`src/rtl/go_seq_pkg.sv`:
```
// Shared definitions for the go-pulse sequencer: FSM encoding and schedule entry layout.
// An entry is stored as {delay, mask}: delay in the upper TW bits, channel mask in the lower CH bits.
package go_seq_pkg;

    typedef enum logic [1:0] {
        ST_IDLE  = 2'd0,
        ST_WAIT  = 2'd1,
        ST_PULSE = 2'd2,
        ST_DONE  = 2'd3
    } go_seq_state_e;

    localparam int GO_SEQ_CH = 4;
    localparam int GO_SEQ_TW = 16;

    typedef struct packed {
        logic [GO_SEQ_TW-1:0] delay;
        logic [GO_SEQ_CH-1:0] mask;
    } go_seq_entry_t;

endpackage

```
`src/rtl/go_seq_table.sv`:
```
// Schedule table for the go-pulse sequencer: DEPTH x W registers, synchronous write,
// synchronous clear on rst, combinational read.
module go_seq_table
    import go_seq_pkg::*;
#(
    parameter int DEPTH = 8,
    parameter int W     = GO_SEQ_TW + GO_SEQ_CH
) (
    input  logic                     clk,
    input  logic                     rst,
    input  logic                     i_we,
    input  logic [$clog2(DEPTH)-1:0] i_waddr,
    input  logic [W-1:0]             i_wdata,
    input  logic [$clog2(DEPTH)-1:0] i_raddr,
    output logic [W-1:0]             o_rdata
);

    logic [W-1:0] r_mem [DEPTH];

    always_ff @(posedge clk) begin
        if (rst) begin
            for (int i = 0; i < DEPTH; i++) begin
                r_mem[i] <= '0;
            end
        end else if (i_we) begin
            r_mem[i_waddr] <= i_wdata;
        end
    end

    assign o_rdata = r_mem[i_raddr];

endmodule

```
`src/rtl/go_pulse_sequencer.sv`:
```
// Programmable go-pulse sequencer: runs a table of {delay, mask} entries and drives CH go lines
// with PW-cycle pulses. Define GO_SEQ_LOOP_EN to add the 'loop' input for repeating schedules.
module go_pulse_sequencer
    import go_seq_pkg::*;
#(
    parameter int CH    = GO_SEQ_CH,
    parameter int DEPTH = 8,
    parameter int TW    = GO_SEQ_TW,
    parameter int PW    = 3
) (
    input  logic                     clk,
    input  logic                     rst,
    input  logic                     start,
    input  logic                     abort,
`ifdef GO_SEQ_LOOP_EN
    input  logic                     loop,
`endif
    input  logic                     cfg_we,
    input  logic [$clog2(DEPTH)-1:0] cfg_addr,
    input  logic [TW-1:0]            cfg_delay,
    input  logic [CH-1:0]            cfg_mask,
    input  logic [$clog2(DEPTH):0]   cfg_len,
    output logic [CH-1:0]            go_out,
    output logic                     busy,
    output logic                     done,
    output logic [$clog2(DEPTH)-1:0] cur_idx,
    output logic [1:0]               dbg_state
);

    localparam int          AW       = $clog2(DEPTH);
    localparam int          EW       = TW + CH;
    localparam int          PCW      = (PW > 1) ? $clog2(PW) : 1;
    localparam logic [AW:0] LP_DEPTH = (AW+1)'(DEPTH);

    go_seq_state_e   r_state;
    logic [CH-1:0]   r_go;
    logic            r_busy;
    logic            r_done;
    logic [AW-1:0]   r_idx;
    logic [AW:0]     r_len;
    logic [TW-1:0]   r_cnt;
    logic [PCW-1:0]  r_pcnt;

    logic            w_loop;
    logic            w_len_ok;
    logic            w_addr_ok;
    logic            w_start_ok;
    logic            w_tbl_we;
    logic            w_last;
    logic [AW-1:0]   w_rd_addr;
    logic [EW-1:0]   w_rd_data;
    logic [TW-1:0]   w_rd_delay;
    logic [CH-1:0]   w_rd_mask;

`ifdef GO_SEQ_LOOP_EN
    assign w_loop = loop;
`else
    assign w_loop = 1'b0;
`endif

    // start is only honoured in IDLE with a legal length; abort in the same cycle cancels it,
    // and an accepted start drops any table write issued alongside it.
    assign w_len_ok   = (cfg_len != '0) && (cfg_len <= LP_DEPTH);
    assign w_addr_ok  = ({1'b0, cfg_addr} < LP_DEPTH);
    assign w_start_ok = (r_state == ST_IDLE) && start && !abort && w_len_ok;
    assign w_tbl_we   = (r_state == ST_IDLE) && cfg_we && !w_start_ok && w_addr_ok;
    assign w_last     = ({1'b0, r_idx} == (r_len - (AW+1)'(1)));

    // Read port looks ahead: entry 0 when starting or wrapping, entry idx+1 at the end of a pulse.
    always_comb begin
        w_rd_addr = '0;
        case (r_state)
            ST_WAIT:  w_rd_addr = r_idx;
            ST_PULSE: w_rd_addr = w_last ? '0 : r_idx + AW'(1);
            default:  w_rd_addr = '0;
        endcase
    end

    go_seq_table #(
        .DEPTH (DEPTH),
        .W     (EW)
    ) u_table (
        .clk     (clk),
        .rst     (rst),
        .i_we    (w_tbl_we),
        .i_waddr (cfg_addr),
        .i_wdata ({cfg_delay, cfg_mask}),
        .i_raddr (w_rd_addr),
        .o_rdata (w_rd_data)
    );

    assign w_rd_delay = w_rd_data[EW-1:CH];
    assign w_rd_mask  = w_rd_data[CH-1:0];

    always_ff @(posedge clk) begin
        if (rst) begin
            r_state <= ST_IDLE;
            r_go    <= '0;
            r_busy  <= 1'b0;
            r_done  <= 1'b0;
            r_idx   <= '0;
            r_len   <= '0;
            r_cnt   <= '0;
            r_pcnt  <= '0;
        end else begin
            r_done <= 1'b0;
            if (abort && (r_state != ST_IDLE)) begin
                r_state <= ST_IDLE;
                r_go    <= '0;
                r_busy  <= 1'b0;
                r_idx   <= '0;
                r_cnt   <= '0;
                r_pcnt  <= '0;
            end else begin
                case (r_state)
                    ST_IDLE: begin
                        if (w_start_ok) begin
                            r_len   <= cfg_len;
                            r_idx   <= '0;
                            r_cnt   <= w_rd_delay;
                            r_busy  <= 1'b1;
                            r_state <= ST_WAIT;
                        end
                    end
                    ST_WAIT: begin
                        if (r_cnt != '0) begin
                            r_cnt <= r_cnt - TW'(1);
                        end else begin
                            r_go    <= w_rd_mask;
                            r_pcnt  <= PCW'(PW - 1);
                            r_state <= ST_PULSE;
                        end
                    end
                    ST_PULSE: begin
                        if (r_pcnt != '0) begin
                            r_pcnt <= r_pcnt - PCW'(1);
                        end else begin
                            r_go <= '0;
                            if (w_last && w_loop) begin
                                r_done  <= 1'b1;
                                r_idx   <= '0;
                                r_cnt   <= w_rd_delay;
                                r_state <= ST_WAIT;
                            end else if (w_last) begin
                                r_done  <= 1'b1;
                                r_busy  <= 1'b0;
                                r_state <= ST_DONE;
                            end else begin
                                r_idx   <= r_idx + AW'(1);
                                r_cnt   <= w_rd_delay;
                                r_state <= ST_WAIT;
                            end
                        end
                    end
                    ST_DONE: begin
                        r_idx   <= '0;
                        r_state <= ST_IDLE;
                    end
                    default: r_state <= ST_IDLE;
                endcase
            end
        end
    end

    assign go_out    = r_go;
    assign busy      = r_busy;
    assign done      = r_done;
    assign cur_idx   = r_idx;
    assign dbg_state = r_state;

endmodule
```
`config.mk`:
```
export PLATFORM = sky130hd
export DESIGN_NAME = go_pulse_sequencer
export DESIGN_NICKNAME = d
export VERILOG_FILES = /design/src/rtl/go_seq_pkg.sv /design/src/rtl/go_seq_table.sv /design/src/rtl/go_pulse_sequencer.sv
export SDC_FILE = /design/constraint.sdc
export NUM_CORES = 1
export LEC_CHECK = 0
export CORE_MARGIN = 3
export CORE_UTILIZATION = 30
export CTS_BUF_LIST = sky130_fd_sc_hd__clkbuf_16
export CTS_CLUSTER_DIAMETER = 120
export DETAILED_ROUTE_END_ITERATION = 10
export MAX_ROUTING_LAYER = met4
export SYNTH_ARGS = -nofsm -noshare
export SYNTH_HDL_FRONTEND = slang
export SYNTH_SLANG_ARGS = --single-unit
export TNS_END_PERCENT = 100
```
`constraint.sdc`:
```
create_clock -name clk -period 6.1 [get_ports clk]
set_input_delay 1.83 -clock clk [delete_from_list [all_inputs] [get_ports clk]]
set_output_delay 1.83 -clock clk [all_outputs]
set_load 0.1 [all_outputs]
```
==> results.ini <==
[yosys]
synth_area_leaders = edfxtp_1, and2_1, dfxtp_1
synth_top_flop_cell = edfxtp_1
netlist_area_sq_um = 9770
ys_types = 72
synthArstFlopShare = 0
yosys_register_bits = 193
yosys_warnings = 0
synth.avg_cell_area_sq_um = 11.5
synth_area_leader_cell = edfxtp_1
synth-edff-count = 160
ys_seq_area_frac = 0.559
syn_nets = 892
yosysTopAreaCellShare = 0.492
syn_inst = 853

[route]
drt_pass1_iterations = 5
final_antenna_net_count = 0
routed-via-count = 6734
post-route-drc-count = 0
drt-initial-drc-count = 725
wl_per_cell_um = 19.4
drt_wl_total_um = 25800
viasPerCell = 5.07

[setup_path]
cp_max_fo = 21
critPathLaunchType = input pin
cp-end-kind = flip-flop
critPathKind = in -> reg
cp_data_required_time_ns = 6.18
critPathArrivalTime_ns = 4.88
reg2regPathDepth = 10

[timing]
tightestPinTransition_ns = 1.14
slew_viol_final = 0
fin_tns_setup_ns = 0
min_period_ns = 4.80
rsz0062_at_grt = no
setup_viol_count_final = 0
fmax_mhz = 208
maxSlewHeadroom = 0.234
hold_viol_final = 0
clock_skew_ns = 0.0139
min_period_over_period = 0.787

[clock_tree]
clk_latency_ns = 0.44
root_buffer = clkbuf_16
postCtsHoldBufs = 0
post-cts-setup-buffers = 0
cts_tree = built
clk_pin_slew_ns = 0.07
clock-sinks = 193
htree_num_levels = 4
clockBufferDepth = 2
cts_inserted_buffers = 17
cts_resized = 0

[place]
port_buffers = 42
place.gp.congestion = 0.891
dpl.hpwl_um = 17600

[floorplanning]
die_x_um = 186
std_cell_rows = 65
ios = 43
chipHeight_um = 186
core_area_sq_um = 31800
dieArea_sq_um = 34800
start_util = 0.307

[final_layout]
nets = 918
diodes = 0
final_cell_mix = and2_1, edfxtp_1, nand2_1
synthToLayoutAreaGrowth_pct = 14.2
fill_cells = 3138
drive_gt1_frac = 0.0942
layout_commonest_cell = and2_1

[power_and_ir_drop]
p_comb_frac = 0.264
clkPwrFrac = 0.294
p_total_mw = 3.64
switching_share = 0.341
max-vdd-ir-drop_mv = 0.215
power.density_nw_per_um2 = 326
switching_power_mw = 1.24
p_leak_nw = 3.97
seqPwrFrac = 0.442
p_int_mw = 2.40

[grt]
grt_pass1_vias = 6456
grt_overflow = 0
antenna_found_initial = 0
grt_max_degree = 48
track_usage = 0.153
grt_pass1_wl_um = 39700

[worst_hold_path]
whs_path_depth = 2
hp-class = reg -> reg

[flow_run]
cap_violations = 0

[status]
status = complete, no violations

synthesized netlist by cell type (6+ instances only):
| library cell | number |
|---|---|
| mux2i_1 | 22 |
| buf_6 | 6 |
| a211o_1 | 13 |
| a31oi_1 | 6 |
| or2_2 | 9 |
| buf_2 | 15 |
| a211oi_2 | 7 |
| nand2_1 | 47 |
| edfxtp_1 | 160 |
| nand2b_1 | 6 |
| o21ai_0 | 36 |
| o211ai_1 | 11 |
| a21oi_1 | 38 |
| and2_1 | 178 |
| o21ai_1 | 13 |
| ha_1 | 7 |
| o22ai_1 | 8 |
| nand3b_1 | 26 |
| nor3_1 | 14 |
| nor2_1 | 28 |
| clkbuf_1 | 23 |
| a211oi_1 | 26 |
| nand3_1 | 9 |
| dfxtp_1 | 33 |
| inv_1 | 17 |
| and3_1 | 6 |
| o31ai_1 | 8 |
path summary, 6_finish.rpt:
kind                                    from                   end  slack, ns
worst max-delay path              cfg_len[3]  u_table.r_mem[3][13]       1.30
worst min-delay path               go_out[0]             go_out[0]       0.45
worst max register to register  dbg_state[1]              r_cnt[4]       2.48
worst min register to register     go_out[0]             go_out[0]       0.45
cells by family (layout without fill, tap and decap cells):
family | count (synthesis) | after routing | synth area share
fa+ha+maj | 7 | 7 | 0.00896
compound gates | 200 | 200 | 0.147
xor+xnor | 7 | 7 | 0.0115
mux | 22 | 22 | 0.0225
simple gates | 355 | 355 | 0.217
flops | 193 | 193 | 0.559
buf+inv | 69 | 108 | 0.0342
flip-flops by register name (all words and copies together) (netlist names):
name and count:
u_table.r_mem 160, r_cnt 16, go_out 4, r_len 4, cur_idx 3, dbg_state 2, r_pcnt 2, busy 1
done 1
final cells by class:
type / count / area, sq um / share of cell area
inverter: 17 / 63.8 / 0.00572
multi-input combinational: 591 / 3980 / 0.357
sequential: 193 / 5470 / 0.490
tap: 435 / 544 / 0.0488
timing repair buffer: 59 / 548 / 0.0491
clock buffer: 17 / 425 / 0.0381
clock inverter: 15 / 124 / 0.0111
through the flow:
stage	utilization	cells	cell area (sq um)	worst slack (ns)	hold slack, ns
6_report	0.351	1327	11200	1.30	0.454
5_1_grt	0.351	1327	11200	1.04	0.493
4_1_cts	0.351	1327	11200	1.30	0.458
3_5_place_dp	0.333	1295	10600	0.874	0.448
3_3_place_gp	0.333	1295	10600	0.920	0.442
2_1_floorplan	-	853	9770	2.27	0.492
power by group through the flow:
| stage | clock [mW] | sequential [mW] | combinational (mW) |
|---|---|---|---|
| after CTS | 1.08 | 1.60 | 0.959 |
| after global routing | 1.13 | 1.62 | 1.05 |
| after floorplan | 0 | 1.67 | 0.631 |
| final | 1.07 | 1.61 | 0.960 |
| after detailed placement | 0 | 1.63 | 0.952 |
| after global placement | 0 | 1.63 | 0.942 |
worst max-delay path: stages:
cell,delay (ns)
clkdlybuf4s50_1,0.46
nor4_1,0.45
o31ai_2,0.11
buf_4,0.18
nand4bb_1,0.32
nor2_1,0.93
or2_2,0.59
routing by layer:
metal,up-vias,track usage,share of wire
li1,3178,-,-
met1,3309,0.213,0.46
met2,227,0.230,0.46
met3,20,0.0334,0.066
met4,0,0.0358,0.011
met5,-,-,0
(Power assumes the default switching activity.)
